## config.mk

```make
export PLATFORM = sky130hd
export DESIGN_NAME = key_count_ctrl
export DESIGN_NICKNAME = d
export VERILOG_FILES = /design/src/rtl/key_count_ctrl.sv
export SDC_FILE = /design/constraint.sdc
export NUM_CORES = 1
export LEC_CHECK = 0
export CORE_MARGIN = 4
export CORE_UTILIZATION = 39
export DETAILED_ROUTE_END_ITERATION = 12
export PLACE_DENSITY = 0.56
export SLEW_MARGIN = 15
export SYNTH_ARGS = -nofsm -noshare
export SYNTH_HDL_FRONTEND = slang
export SYNTH_SLANG_ARGS = --single-unit
```

## constraint.sdc

```tcl
create_clock -name clk -period 4.8 [get_ports clk]
set_clock_uncertainty 0.05 [all_clocks]
set_input_delay 0.72 -clock clk [delete_from_list [all_inputs] [get_ports clk]]
set_output_delay 0.72 -clock clk [all_outputs]
set_load 0.02 [all_outputs]
```

## src/rtl/key_count_ctrl.sv

```systemverilog
// Two-key up/down step controller: synchronizes and debounces two push-buttons
// and issues one-cycle count strobes with hold-to-repeat.
module key_count_ctrl #(
    parameter int unsigned DEB_CYCLES = 50000,
    parameter int unsigned REP_DELAY  = 25000000,
    parameter int unsigned REP_PERIOD = 5000000,
    parameter bit          SAT        = 1'b0
) (
    input  logic clk,
    input  logic reset,
    input  logic key_up_n,
    input  logic key_dn_n,
    input  logic tc,
    output logic enable,
    output logic up_down
);

    // Ceiling log2 with a floor of one bit, used to size counters from parameters.
    function automatic int CLogB2(input int unsigned value);
        int unsigned v;
        int          bits;
        v    = (value > 0) ? value - 1 : 0;
        bits = 0;
        while (v != 0) begin
            bits = bits + 1;
            v    = v >> 1;
        end
        return (bits == 0) ? 1 : bits;
    endfunction

    localparam int unsigned TMR_MAX = (REP_DELAY > REP_PERIOD) ? REP_DELAY : REP_PERIOD;
    localparam int          DEB_W   = CLogB2(DEB_CYCLES);
    localparam int          TMR_W   = CLogB2(TMR_MAX);

    localparam logic [DEB_W-1:0] DEB_LAST    = DEB_W'(DEB_CYCLES - 1);
    localparam logic [TMR_W-1:0] DELAY_LAST  = TMR_W'(REP_DELAY - 1);
    localparam logic [TMR_W-1:0] PERIOD_LAST = TMR_W'(REP_PERIOD - 1);

    typedef enum logic [1:0] {
        IDLE,
        FIRST,
        DELAY,
        REPEAT
    } state_t;

    // Bit 0 is the up key, bit 1 the down key; all levels are raw polarity (1 = released).
    logic [1:0]       sync1_q, sync1_d;
    logic [1:0]       sync2_q, sync2_d;
    logic [1:0]       stable_q, stable_d;
    logic [1:0]       stable_prev_q, stable_prev_d;
    logic [DEB_W-1:0] deb_cnt_q [2];
    logic [DEB_W-1:0] deb_cnt_d [2];
    logic [1:0]       press_evt;
    logic [1:0]       rel_evt;

    state_t           state_q;
    logic [TMR_W-1:0] timer_q;
    logic             step_q;
    logic             up_down_q;
    logic             active_q;

    always_comb begin
        sync1_d       = {key_dn_n, key_up_n};
        sync2_d       = sync1_q;
        stable_prev_d = stable_q;
        for (int i = 0; i < 2; i++) begin
            stable_d[i]  = stable_q[i];
            deb_cnt_d[i] = '0;
            if (sync2_q[i] != stable_q[i]) begin
                if (deb_cnt_q[i] == DEB_LAST) begin
                    stable_d[i] = ~stable_q[i];
                end else begin
                    deb_cnt_d[i] = deb_cnt_q[i] + 1'b1;
                end
            end
        end
        press_evt = stable_prev_q & ~stable_q;
        rel_evt   = ~stable_prev_q & stable_q;
    end

    always_ff @(posedge clk) begin
        if (reset) begin
            sync1_q       <= '1;
            sync2_q       <= '1;
            stable_q      <= '1;
            stable_prev_q <= '1;
            deb_cnt_q     <= '{default: '0};
        end else begin
            sync1_q       <= sync1_d;
            sync2_q       <= sync2_d;
            stable_q      <= stable_d;
            stable_prev_q <= stable_prev_d;
            deb_cnt_q     <= deb_cnt_d;
        end
    end

    // A release of the active key wins over a step due in the same cycle.
    always_ff @(posedge clk) begin
        if (reset) begin
            state_q   <= IDLE;
            timer_q   <= '0;
            step_q    <= 1'b0;
            up_down_q <= 1'b1;
            active_q  <= 1'b0;
        end else begin
            step_q <= 1'b0;
            case (state_q)
                IDLE: begin
                    timer_q <= '0;
                    if (press_evt[0] ^ press_evt[1]) begin
                        state_q   <= FIRST;
                        step_q    <= 1'b1;
                        up_down_q <= press_evt[0];
                        active_q  <= press_evt[1];
                    end
                end
                FIRST: begin
                    timer_q <= '0;
                    state_q <= rel_evt[active_q] ? IDLE : DELAY;
                end
                DELAY: begin
                    if (rel_evt[active_q]) begin
                        state_q <= IDLE;
                        timer_q <= '0;
                    end else if (timer_q == DELAY_LAST) begin
                        state_q <= REPEAT;
                        timer_q <= '0;
                    end else begin
                        timer_q <= timer_q + 1'b1;
                    end
                end
                REPEAT: begin
                    if (rel_evt[active_q]) begin
                        state_q <= IDLE;
                        timer_q <= '0;
                    end else if (timer_q == PERIOD_LAST) begin
                        step_q  <= 1'b1;
                        timer_q <= '0;
                    end else begin
                        timer_q <= timer_q + 1'b1;
                    end
                end
                default: begin
                    state_q <= IDLE;
                    timer_q <= '0;
                end
            endcase
        end
    end

    assign enable  = step_q & ~(SAT & tc);
    assign up_down = up_down_q;

endmodule

```

==> results.md <==
* Status: complete, no violations
* Post-route setup TNS at 0 ns
* Netlist cell types at 37
* Yosys Warn Count at 0
* Leakage at 1.15 nW
* Gpl congestion at 0.759
* Crit start category: flip-flop
* # setup viols final at 0
* RSZ-0062 raised after global routing: no
* Post-synth EDFFs at 0
* CTS tree: built
* Post-Route WL at 5180 um
* Post-CTS Resized at 0
* Top post-synthesis cells by area: dfxtp_1 45%, xor2_1 9.6%, nor2_1 9.1%
* Vias at 2,225
* H-tree depth at 3
* Fmax achieved at 0.416 GHz
* Top_reg_cell synth: dfxtp_1
* Final instance area at 0.00342 sq mm
* Dpl ws at 2.21 ns
* Setup crit start: timer_q[0]
* Hold Startpoint: sync1_q[0]
* P_int at 0.857 mW
* Initial Utilization at 0.400
* Synthesized area at 0.00309 sq mm
* Critical path class: reg2reg
* Register area share after synthesis at 0.454
* Final Max Slew Viols at 0
* Dpl cells at 448
* Worst Hold Depth at 1
* Synth Net Count at 360
* Tcrit/Tclk final at 0.501
* Fraction of layout cells with a size suffix above 1 at 0.0667
* Diode count at 0
* Post-DRT Antenna Nets at 0
* HPWL after DPL at 3550 um
* Syn Inst Count at 347
* Reg2reg path depth at 6
* Synth area leader: dfxtp_1
* # nets final at 370
* Pwr dens at 312 mW/mm^2
* Core Rows at 32
* Skew-Pair Late Insertion Delay at 0.34 ns
* Final Power at 1.07 mW
* Worst endpoint required time at 4.98 ns
* Pre-antenna DRT Iters at 4
* Die Y at 97 um
* Vias in the first global route at 2,130
* Antenna violations before repair at 0
* Peak VDD IR at 190 uV
* All-Layer GR Usage at 0.121
* DIE AREA at 0.00941 sq mm
* First-pass GRT wire length at 9490 um
* Syn Area/Cell at 8.90 sq um
* Sw Ratio at 0.198
* Starting DRT DRC Count at 73
* Flop pwr share at 0.549
* Critical Path AT at 2.59 ns
* Postcts setup bufs at 0
* Number of vias per cell at 4.82
* Largest net degree at the start of global routing at 26
* Sw power at 0.211 mW
* Final hold vios at 0
* Worst-margin pin slew at 0.807 ns
* Die X-Extent at 97 um
* Ys async rst share at 0
* Routed length per placed instance at 11.2 um
* Area grow syn2layout at 10.8%
* I/O pin count at 7
* Core area at 0.00773 sq mm
* Grt ovf at 0
* Worst-path fanout max at 4
* Clock power share at 0.430
* CP endpoint kind: flip-flop
* RR Endpoint: state_q[0]
* Relative slew slack at 0.458
* Post-synth top area share at 0.454
* Fin crit period at 2.41 ns
* Clock Path Buffers at 2
* CTS clk-pin slew, worst paths at 0.07 ns
* Seq cells post-synth at 70
* HP Class: reg2reg
* Hold EP: sync2_q[0]
* R2R Setup Slk at 2.39 ns
* Placed Area at 0.00323 sq mm
* Max Cap Violations at 0
* Worst r2r src: timer_q[0]
* Clock sink count at 70
* WHS at 0.358 ns
* Num CTS Buffers at 9
* DRC at 0
* IO Port Bufs at 5
* # hold bufs at CTS at 0
* Comb pwr share at 0.021
* Final Core Density at 0.443
* CTS Root Cell: clkbuf_8
* Final Non-Filler Cells at 462
* Worst Setup Slack, final at 2.39 ns
[cell families after synthesis]
group	count (synthesis)	share of synthesized area
AO/OA/AOI/OAI	13	0.0296
AND/OR/NAND/NOR	188	0.307
multiplexers	1	0.00324
XOR/XNOR	54	0.153
flip-flops	70	0.454
adder cells (fa/ha/maj)	8	0.0324
buffers and inverters	13	0.0215
[cell type report]
cell class / instances / area (sq um)
clock buffers: 13 / 159
clock inverters: 1 / 30.0
fillers: 763 / 4310
inverters: 7 / 26.3
multi-input cells: 264 / 1630
flip-flops and latches: 70 / 1400
well taps: 102 / 128
repair buffers: 5 / 50.0
[registers in the layout, indices dropped and copies added (netlist names)]
signal / cells
stable_prev_q: 2
stable_prev_d: 2
enable: 1
up_down: 1
deb_cnt_q: 32
sync1_q: 2
sync2_q: 2
state_q: 2
active_q: 1
timer_q: 25
[worst max-delay path by stage]
stage                              to  slack, ns  cells after the start
after floorplan            state_q[0]       2.79                      6
after global placement    timer_q[24]       2.26                      5
after detailed placement  timer_q[21]       2.21                      5
after CTS                  state_q[0]       2.38                      6
after global routing       state_q[0]       2.14                      6
final                      state_q[0]       2.39                      6
[power by group through the flow]
stage | Combinational [mW] | Sequential [mW] | Clock [mW]
3_3_place_gp | 0.0223 | 0.599 | 0
5_1_grt | 0.0260 | 0.586 | 0.507
3_5_place_dp | 0.0224 | 0.599 | 0
6_report | 0.0223 | 0.586 | 0.460
4_1_cts | 0.0226 | 0.586 | 0.478
2_1_floorplan | 0.0163 | 0.599 | 0
[per-layer routing]
layer / up-vias / global-route usage / part of all wire / routed length [um]
met5: - / 0 / 0 / 0
met4: 0 / 0.0443 / 0.014 / 71
met3: 9 / 0.0497 / 0.033 / 170
met2: 13 / 0.186 / 0.44 / 2300
met1: 1017 / 0.153 / 0.51 / 2650
li1: 1186 / - / - / -
[worst max-delay path, stage by stage, from the launching register on]
cell and delay (ns):
dfxtp_1 0.35, ha_1 0.20, nand4_1 0.19, or2_2 0.39, nor4b_1 0.52, o21ai_0 0.24
a221oi_1 0.36
[Yosys cell counts, types with 5 or more instances]
master,n
nand2_1,24
nand3_1,20
nand4_1,15
inv_1,7
a21oi_1,7
nor3_1,8
xor2_1,34
xnor2_1,20
ha_1,8
dfxtp_1,70
or2_2,7
and3_1,11
nor2_1,75
nor2b_1,5
[cell usage in the layout, fill, tap and decap left out, types with 2 or more instances in the layout]
cell / n
nand2_1: 24
nand3b_1: 3
nand3_1: 20
clkbuf_8: 11
nand2b_1: 2
xnor2_1: 20
xor2_1: 34
and4_1: 3
a211o_1: 2
nand4_1: 15
nor4bb_1: 2
nor3_1: 8
or2_2: 7
clkbuf_1: 2
and3_1: 11
clkdlybuf4s50_1: 5
dfxtp_1: 70
nor2_1: 75
inv_1: 7
ha_1: 8
nor3b_1: 2
nor4b_1: 2
a21oi_1: 7
nor4_1: 2
nor2b_1: 5
(Power assumes the default switching activity.)
